File: src/rtl/branch_rs.sv
// rtl/branch_rs.sv - compacting reservation station feeding the branch unit.
// Optional empty-queue dispatch-to-issue bypass enabled by defining BRS_BYPASS_EN.
module branch_rs #(
  parameter int RS_SIZE = 4,
  parameter int TAG_W   = 5,
  parameter int XLEN    = 32
) (
  input  logic             clock,
  input  logic             reset,
  input  logic             flush,
  input  logic             dispatch_valid,
  input  logic [5:0]       dispatch_func,
  input  logic [XLEN-1:0]  dispatch_pc,
  input  logic [XLEN-1:0]  dispatch_imm,
  input  logic [TAG_W-1:0] dispatch_rob_tag,
  input  logic             dispatch_rs1_ready,
  input  logic [XLEN-1:0]  dispatch_rs1_value,
  input  logic [TAG_W-1:0] dispatch_rs1_tag,
  input  logic             dispatch_rs2_ready,
  input  logic [XLEN-1:0]  dispatch_rs2_value,
  input  logic [TAG_W-1:0] dispatch_rs2_tag,
  input  logic             cdb_valid,
  input  logic [TAG_W-1:0] cdb_tag,
  input  logic [XLEN-1:0]  cdb_value,
  input  logic             fu_ready,
  output logic             full,
  output logic             issue_valid,
  output logic [5:0]       issue_func,
  output logic [XLEN-1:0]  issue_pc,
  output logic [XLEN-1:0]  issue_imm,
  output logic [XLEN-1:0]  issue_rs1,
  output logic [XLEN-1:0]  issue_rs2,
  output logic [TAG_W-1:0] issue_rob_tag
);

  localparam int IW = $clog2(RS_SIZE);
  localparam int CW = IW + 1;

  typedef struct packed {
    logic [5:0]       func;
    logic [XLEN-1:0]  pc;
    logic [XLEN-1:0]  imm;
    logic [TAG_W-1:0] rob_tag;
    logic             rs1_rdy;
    logic [XLEN-1:0]  rs1_val;
    logic [TAG_W-1:0] rs1_tag;
    logic             rs2_rdy;
    logic [XLEN-1:0]  rs2_val;
    logic [TAG_W-1:0] rs2_tag;
  } entry_t;

  entry_t          r_q [RS_SIZE];
  logic [CW-1:0]   r_count;

  entry_t          w_wake  [RS_SIZE];
  entry_t          w_shift [RS_SIZE];
  entry_t          w_new;
  entry_t          w_out;
  logic            w_found;
  logic [IW-1:0]   w_sel;
  logic            w_full;
  logic            w_fire;
  logic            w_bypass;
  logic            w_accept;
  logic [IW-1:0]   w_wr_idx;

  // Incoming op with same-cycle CDB forwarding applied.
  always_comb begin
    w_new.func    = dispatch_func;
    w_new.pc      = dispatch_pc;
    w_new.imm     = dispatch_imm;
    w_new.rob_tag = dispatch_rob_tag;
    w_new.rs1_tag = dispatch_rs1_tag;
    w_new.rs2_tag = dispatch_rs2_tag;
    w_new.rs1_rdy = dispatch_rs1_ready;
    w_new.rs1_val = dispatch_rs1_value;
    w_new.rs2_rdy = dispatch_rs2_ready;
    w_new.rs2_val = dispatch_rs2_value;
    if (!dispatch_rs1_ready && cdb_valid && (cdb_tag == dispatch_rs1_tag)) begin
      w_new.rs1_rdy = 1'b1;
      w_new.rs1_val = cdb_value;
    end
    if (!dispatch_rs2_ready && cdb_valid && (cdb_tag == dispatch_rs2_tag)) begin
      w_new.rs2_rdy = 1'b1;
      w_new.rs2_val = cdb_value;
    end
  end

  always_comb begin
    for (int i = 0; i < RS_SIZE; i++) begin
      w_wake[i] = r_q[i];
      if (cdb_valid && !r_q[i].rs1_rdy && (r_q[i].rs1_tag == cdb_tag)) begin
        w_wake[i].rs1_rdy = 1'b1;
        w_wake[i].rs1_val = cdb_value;
      end
      if (cdb_valid && !r_q[i].rs2_rdy && (r_q[i].rs2_tag == cdb_tag)) begin
        w_wake[i].rs2_rdy = 1'b1;
        w_wake[i].rs2_val = cdb_value;
      end
    end
  end

  // Selection looks only at stored state, never at this cycle's CDB.
  always_comb begin
    w_found = 1'b0;
    w_sel   = '0;
    for (int i = RS_SIZE - 1; i >= 0; i--) begin
      if ((CW'(i) < r_count) && r_q[i].rs1_rdy && r_q[i].rs2_rdy) begin
        w_found = 1'b1;
        w_sel   = IW'(i);
      end
    end
  end

  assign w_full = (r_count == CW'(RS_SIZE));
  assign w_fire = w_found && fu_ready;

`ifdef BRS_BYPASS_EN
  assign w_bypass = (r_count == '0) && dispatch_valid && w_new.rs1_rdy && w_new.rs2_rdy &&
                    fu_ready && !flush && !reset;
`else
  assign w_bypass = 1'b0;
`endif

  assign w_accept = dispatch_valid && !w_full && !w_bypass;
  assign w_wr_idx = IW'(r_count - CW'(w_fire));

  always_comb begin
    for (int i = 0; i < RS_SIZE - 1; i++) begin
      if (w_fire && (IW'(i) >= w_sel)) w_shift[i] = w_wake[i+1];
      else                            w_shift[i] = w_wake[i];
    end
    w_shift[RS_SIZE-1] = w_wake[RS_SIZE-1];
  end

  always_ff @(posedge clock) begin
    if (reset || flush) begin
      r_count <= '0;
      for (int i = 0; i < RS_SIZE; i++) begin
        r_q[i].rs1_rdy <= 1'b0;
        r_q[i].rs2_rdy <= 1'b0;
      end
    end else begin
      for (int i = 0; i < RS_SIZE; i++) r_q[i] <= w_shift[i];
      if (w_accept) r_q[w_wr_idx] <= w_new;
      r_count <= r_count - CW'(w_fire) + CW'(w_accept);
    end
  end

  always_comb begin
    w_out = '0;
    if (w_bypass)     w_out = w_new;
    else if (w_found) w_out = r_q[w_sel];
  end

  assign full          = w_full;
  assign issue_valid   = w_bypass || w_found;
  assign issue_func    = w_out.func;
  assign issue_pc      = w_out.pc;
  assign issue_imm     = w_out.imm;
  assign issue_rs1     = w_out.rs1_val;
  assign issue_rs2     = w_out.rs2_val;
  assign issue_rob_tag = w_out.rob_tag;

endmodule

File: config.mk
export PLATFORM = sky130hd
export DESIGN_NAME = branch_rs
export DESIGN_NICKNAME = d
export VERILOG_FILES = /design/src/rtl/branch_rs.sv
export SDC_FILE = /design/constraint.sdc
export NUM_CORES = 2
export LEC_CHECK = 0
export BUFFER_PORTS_ARGS = -buffer_cell sky130_fd_sc_hd__buf_4
export CAP_MARGIN = 0
export CORE_MARGIN = 2
export CORE_UTILIZATION = 55
export DETAILED_ROUTE_END_ITERATION = 12
export GPL_ROUTABILITY_DRIVEN = 0
export PLACE_DENSITY = 0.78
export SLEW_MARGIN = 30
export SYNTH_ARGS = -nofsm -noshare
export SYNTH_HDL_FRONTEND = slang
export SYNTH_SLANG_ARGS = --single-unit
File: constraint.sdc
create_clock -name clock -period 9.8 [get_ports clock]
set_clock_uncertainty 0.2 [all_clocks]
set_input_delay 0.49 -clock clock [delete_from_list [all_inputs] [get_ports clock]]
set_output_delay 0.49 -clock clock [all_outputs]
set_load 0.02 [all_outputs]
---- After elaboration in Yosys (flattened, before gate mapping) ----
Memory sizes are Yosys's and may differ from the RTL's.
Index checks and enable logic that the tools add are counted.
storage, ports and cells
  flip-flop bits (word level) ............. 3
  memory bits (writable) .................. 604
  bits of input ports ..................... 194
  output and inout port bits .............. 141
  word-level logic and storage cells ...... 111
  memories kept ........................... 1
operators by class
  add/sub/neg operators ................... 2
  magnitude comparators ................... 7
  equality and inequality tests ........... 11
  mux-type cells .......................... 36
  bitwise operators ....................... 8
  reductions and logical operators ........ 45
memory list
  name  depth  bits a word  read ports  clocked after memory_dff  wr ports  RTL line  RTL
  r_q   4      151          5           0                         5         52        entry_t r_q [RS_SIZE];
operators by type and width
  kind                                                number
  two-way mux 151 bit                                 4
  two-way mux 33 bit                                  10
  equality test 5 bit                                 10
  logical AND 1 bit                                   33
  two-way mux 1 bit                                   18
  logical NOT 1 bit                                   11
  two-way mux 2 bit                                   4
  OR 1 bit                                            8
  < comparator 1 x 3 -> 1 bit, first input constant   2
  < comparator 2 x 3 -> 1 bit, first input constant   2
  >= comparator 1 x 2 -> 1 bit, first input constant  2
  adder 3 x 1 -> 3 bit                                1
  equality test 3 bit, second input constant          1
  subtractor 3 x 1 -> 3 bit                           1
  >= comparator 2 bit, first input constant           1
  logical OR 1 bit                                    1

---- Longest topological paths before layout ----
  word-level depth ........................ 11
  gate-level depth with buffers ........... 15
  mapped depth without buffers ............ 12

---- Worst setup path before layout ----
Ideal clock, no wire load.
  path type ............................... input-to-reg
  start ................................... in flush
  end ..................................... mem r_q[1][0] (netlist bit), enable pin
  arrival ................................. 8.047 ns
  required time ........................... 9.043 ns
  setup slack ............................. 0.996 ns
  cell stages on the path ................. 7
  path buffers ............................ 3
  cell sequence ........................... or2_2 -> clkbuf_1 -> inv_1 -> buf_2 -> nand4_1 -> clkbuf_1 -> a21oi_1
RTL lines
  what         RTL line  RTL
  from (decl)  10        input logic flush,
  to (decl)    52

==> results.cfg <==
[critical_path]
worst_ep_required_time_ns = 10.07
crit_arrival_ns = 6.39
crit_chain = o311ai_2, nand2_1, nor2_4, buf_4, inv_1, and2_1, ha_1, ha_1, a31oi_4, buf_4, and2b_2, buf_4, a22o_1
path_class = reg -> reg
crit_slowest_cell = buf_4
reg2regPathDepth = 13
cpPeakStageDelay_ns = 0.78
worstSetupStartpointType = register
critPathMaxFanout = 67
cpMostUsedCell = buf_4
r2r_slack_ns = 3.68
critPathCaptureType = register

[synthesis]
synth.top_cell.area_share = 0.539
synthTopCellsByArea = edfxtp_1 (54%), mux2i_1 (8.9%), a22o_1 (6.7%), o22ai_1 (3.7%), o221ai_1 (3.4%)
synth.net_count = 3019
syn_avg_cell_area_um2 = 11.8
synth_edf_count = 599
synth_flop_cell = edfxtp_1
synth.largest_area_cell = edfxtp_1
syn_inst = 2821
netlist_area_mm2 = 0.0334
yosysSeqAreaShare = 0.544
ys_warn_count = 0
ys_ff_latch = 607
yosysUniqueCellTypes = 60
synthArstFlopShare = 0

[cells_and_area]
nNetsFinal = 3209
area_delta_synth_final_pct = 16.8
layout_common_cells = edfxtp_1 (599), buf_4 (372), mux2i_1 (298)
fin_area_mm2 = 0.0390
layout.cells.non_filler = 3848
final_common_cell = edfxtp_1
drive_gt1_frac = 0.177

[placed_design]
io_buffers = 334
dp.cells = 3650
place_area_mm2 = 0.0361
dp_hpwl_um = 59200
place_ws_ns = 3.85

[route]
vias = 28300
drt_iter0_markers = 4509
routedWlPerCell_um = 28.8
remaining_drc_errors = 0
drt_pass1_iterations = 8
antenna_left = 0
via_per_inst = 7.35
wl_um = 111000

[timing]
post-route-min-period_ns = 6.12
maxSlewHeadroom = 0.271
rsz0062_at_grt = false
hold_violations = 0
setup_violations = 0
period_share = 0.624
worstMarginPinSlew_ns = 1.09
report.final.slew_viol_count = 0
tns_ns = 0
setup_ws_ns = 3.68
clock.fmax_mhz = 163

[global_route]
grt_overflow = 0
grt_use_total = 0.340
antenna_found_initial = 14
grt_pass1_wl_um = 167000
grt_max_degree = 88
first_global_vias = 28300

[die]
ioPinCount = 335
core_mm2 = 0.0601
start_util = 0.555
die-area_mm2 = 0.0626
rows = 90
dieWidth_um = 250
die_h_um = 250

[power]
p_per_area_mw_per_mm2 = 148
p_leak_nw = 14.2
irDropWorstVdd_mv = 0.113

[clocking]
tritoncts = done
clk_path_buf_depth = 3
cts-root-buf = clkbuf_16
cts.htree.levels = 3
cts_buffers = 66
worstSkewPairLatency_ns = 0.62
cts.sinks = 607
clk_pin_slew_worst_paths_ns = 0.06

[status]
outcome = finished clean

[run]
cap_violations = 0

[min_path]
whs_path_depth = 2
hold_class = in -> reg
[per-stage QoR]
stage | hold WS (ns) | power [mW] | util
3_5_place_dp | 0.351 | 3.35 | 0.600
4_1_cts | 0.000592 | 5.77 | 0.646
5_1_grt | 0.0202 | 5.90 | 0.648
2_1_floorplan | 0.330 | 3.18 | -
3_3_place_gp | 0.342 | 3.33 | 0.599
6_report | 0.0130 | 5.78 | 0.648
[worst max-delay path: cells and delay by family (launching register included)]
kind / cells / cell delay (ns)
buffers and inverters: 4 / 2.48
AND/OR/NAND/NOR: 4 / 1.21
AO/OA/AOI/OAI: 3 / 1.03
adder cells (fa/ha/maj): 2 / 0.55
flip-flops: 1 / 0.42
[what timing repair did]
action                    4_1_cts  5_1_grt
gates resized for setup         0        0
hold buffers                   72        0
buffers inserted                0        0
hold endpoints to repair      200        0
[registers in the layout (all words and copies together) (netlist names)]
signal,count
r_count,3
r_q,604
[power breakdown]
| part | total, mW | leakage [nW] | internal [mW] | switching (mW) |
|---|---|---|---|---|
| registers | 2.92 | 5.57 | 2.89 | 0.0294 |
| clock network | 2.45 | 0.998 | 1.39 | 1.06 |
| logic | 0.419 | 7.66 | 0.165 | 0.253 |
| total | 5.78 | 14.2 | 4.44 | 1.34 |
[layer usage]
metal	routed length, µm	vias to the layer above	global-route usage
met1	40000	13700	0.440
li1	-	11800	-
met2	51700	2318	0.538
met3	14200	388	0.0747
met5	87	-	0
met4	4990	12	0.183
[cell families (layout without fill, tap and decap cells)]
group	count (synthesis)	count (layout)	synth area share
AND/OR/NAND/NOR	427	427	0.0667
adder cells (fa/ha/maj)	4	4	0.00150
buffers and inverters	351	588	0.0441
XOR/XNOR	49	49	0.0129
AO/OA/AOI/OAI	1083	1083	0.241
multiplexers	299	299	0.0898
flip-flops	607	607	0.544
other	1	9	0.000112
[synth_stat cells (4+ instances only)]
cell / number
a211oi_1: 32
a21boi_0: 64
a21oi_1: 150
a21oi_2: 24
a221oi_1: 108
a22o_1: 255
a311oi_1: 33
and2_1: 118
and3_1: 65
buf_1: 29
buf_2: 63
buf_6: 10
clkbuf_1: 235
dfxtp_1: 8
edfxtp_1: 599
ha_1: 4
inv_1: 13
mux2i_1: 298
nand2_1: 183
nand4_1: 12
nor2_1: 11
nor2b_1: 5
nor3_1: 4
nor4_1: 4
o21ai_0: 38
o21ai_1: 37
o221ai_1: 130
o22ai_1: 195
xnor2_1: 27
xor2_1: 22
[worst paths after layout]
kind | start | end
max reg2reg | r_count[2] | r_q[1][132]
min reg2reg | r_q[2][148] | r_q[1][148]
max | r_count[2] | r_q[1][132]
min | dispatch_rs1_tag[3] | r_q[0][41]
[layout make-up]
class / instances / area [µm²]
fill: 4404 / 21200
sequential: 607 / 18100
multi-input combinational: 1863 / 14000
timing repair buffer: 459 / 3730
clock buffer: 86 / 1780
tap: 782 / 978
clock inverter: 29 / 265
inverter: 14 / 60.1
antenna: 8 / 20.0
Power figures use the tool's default switching activity.
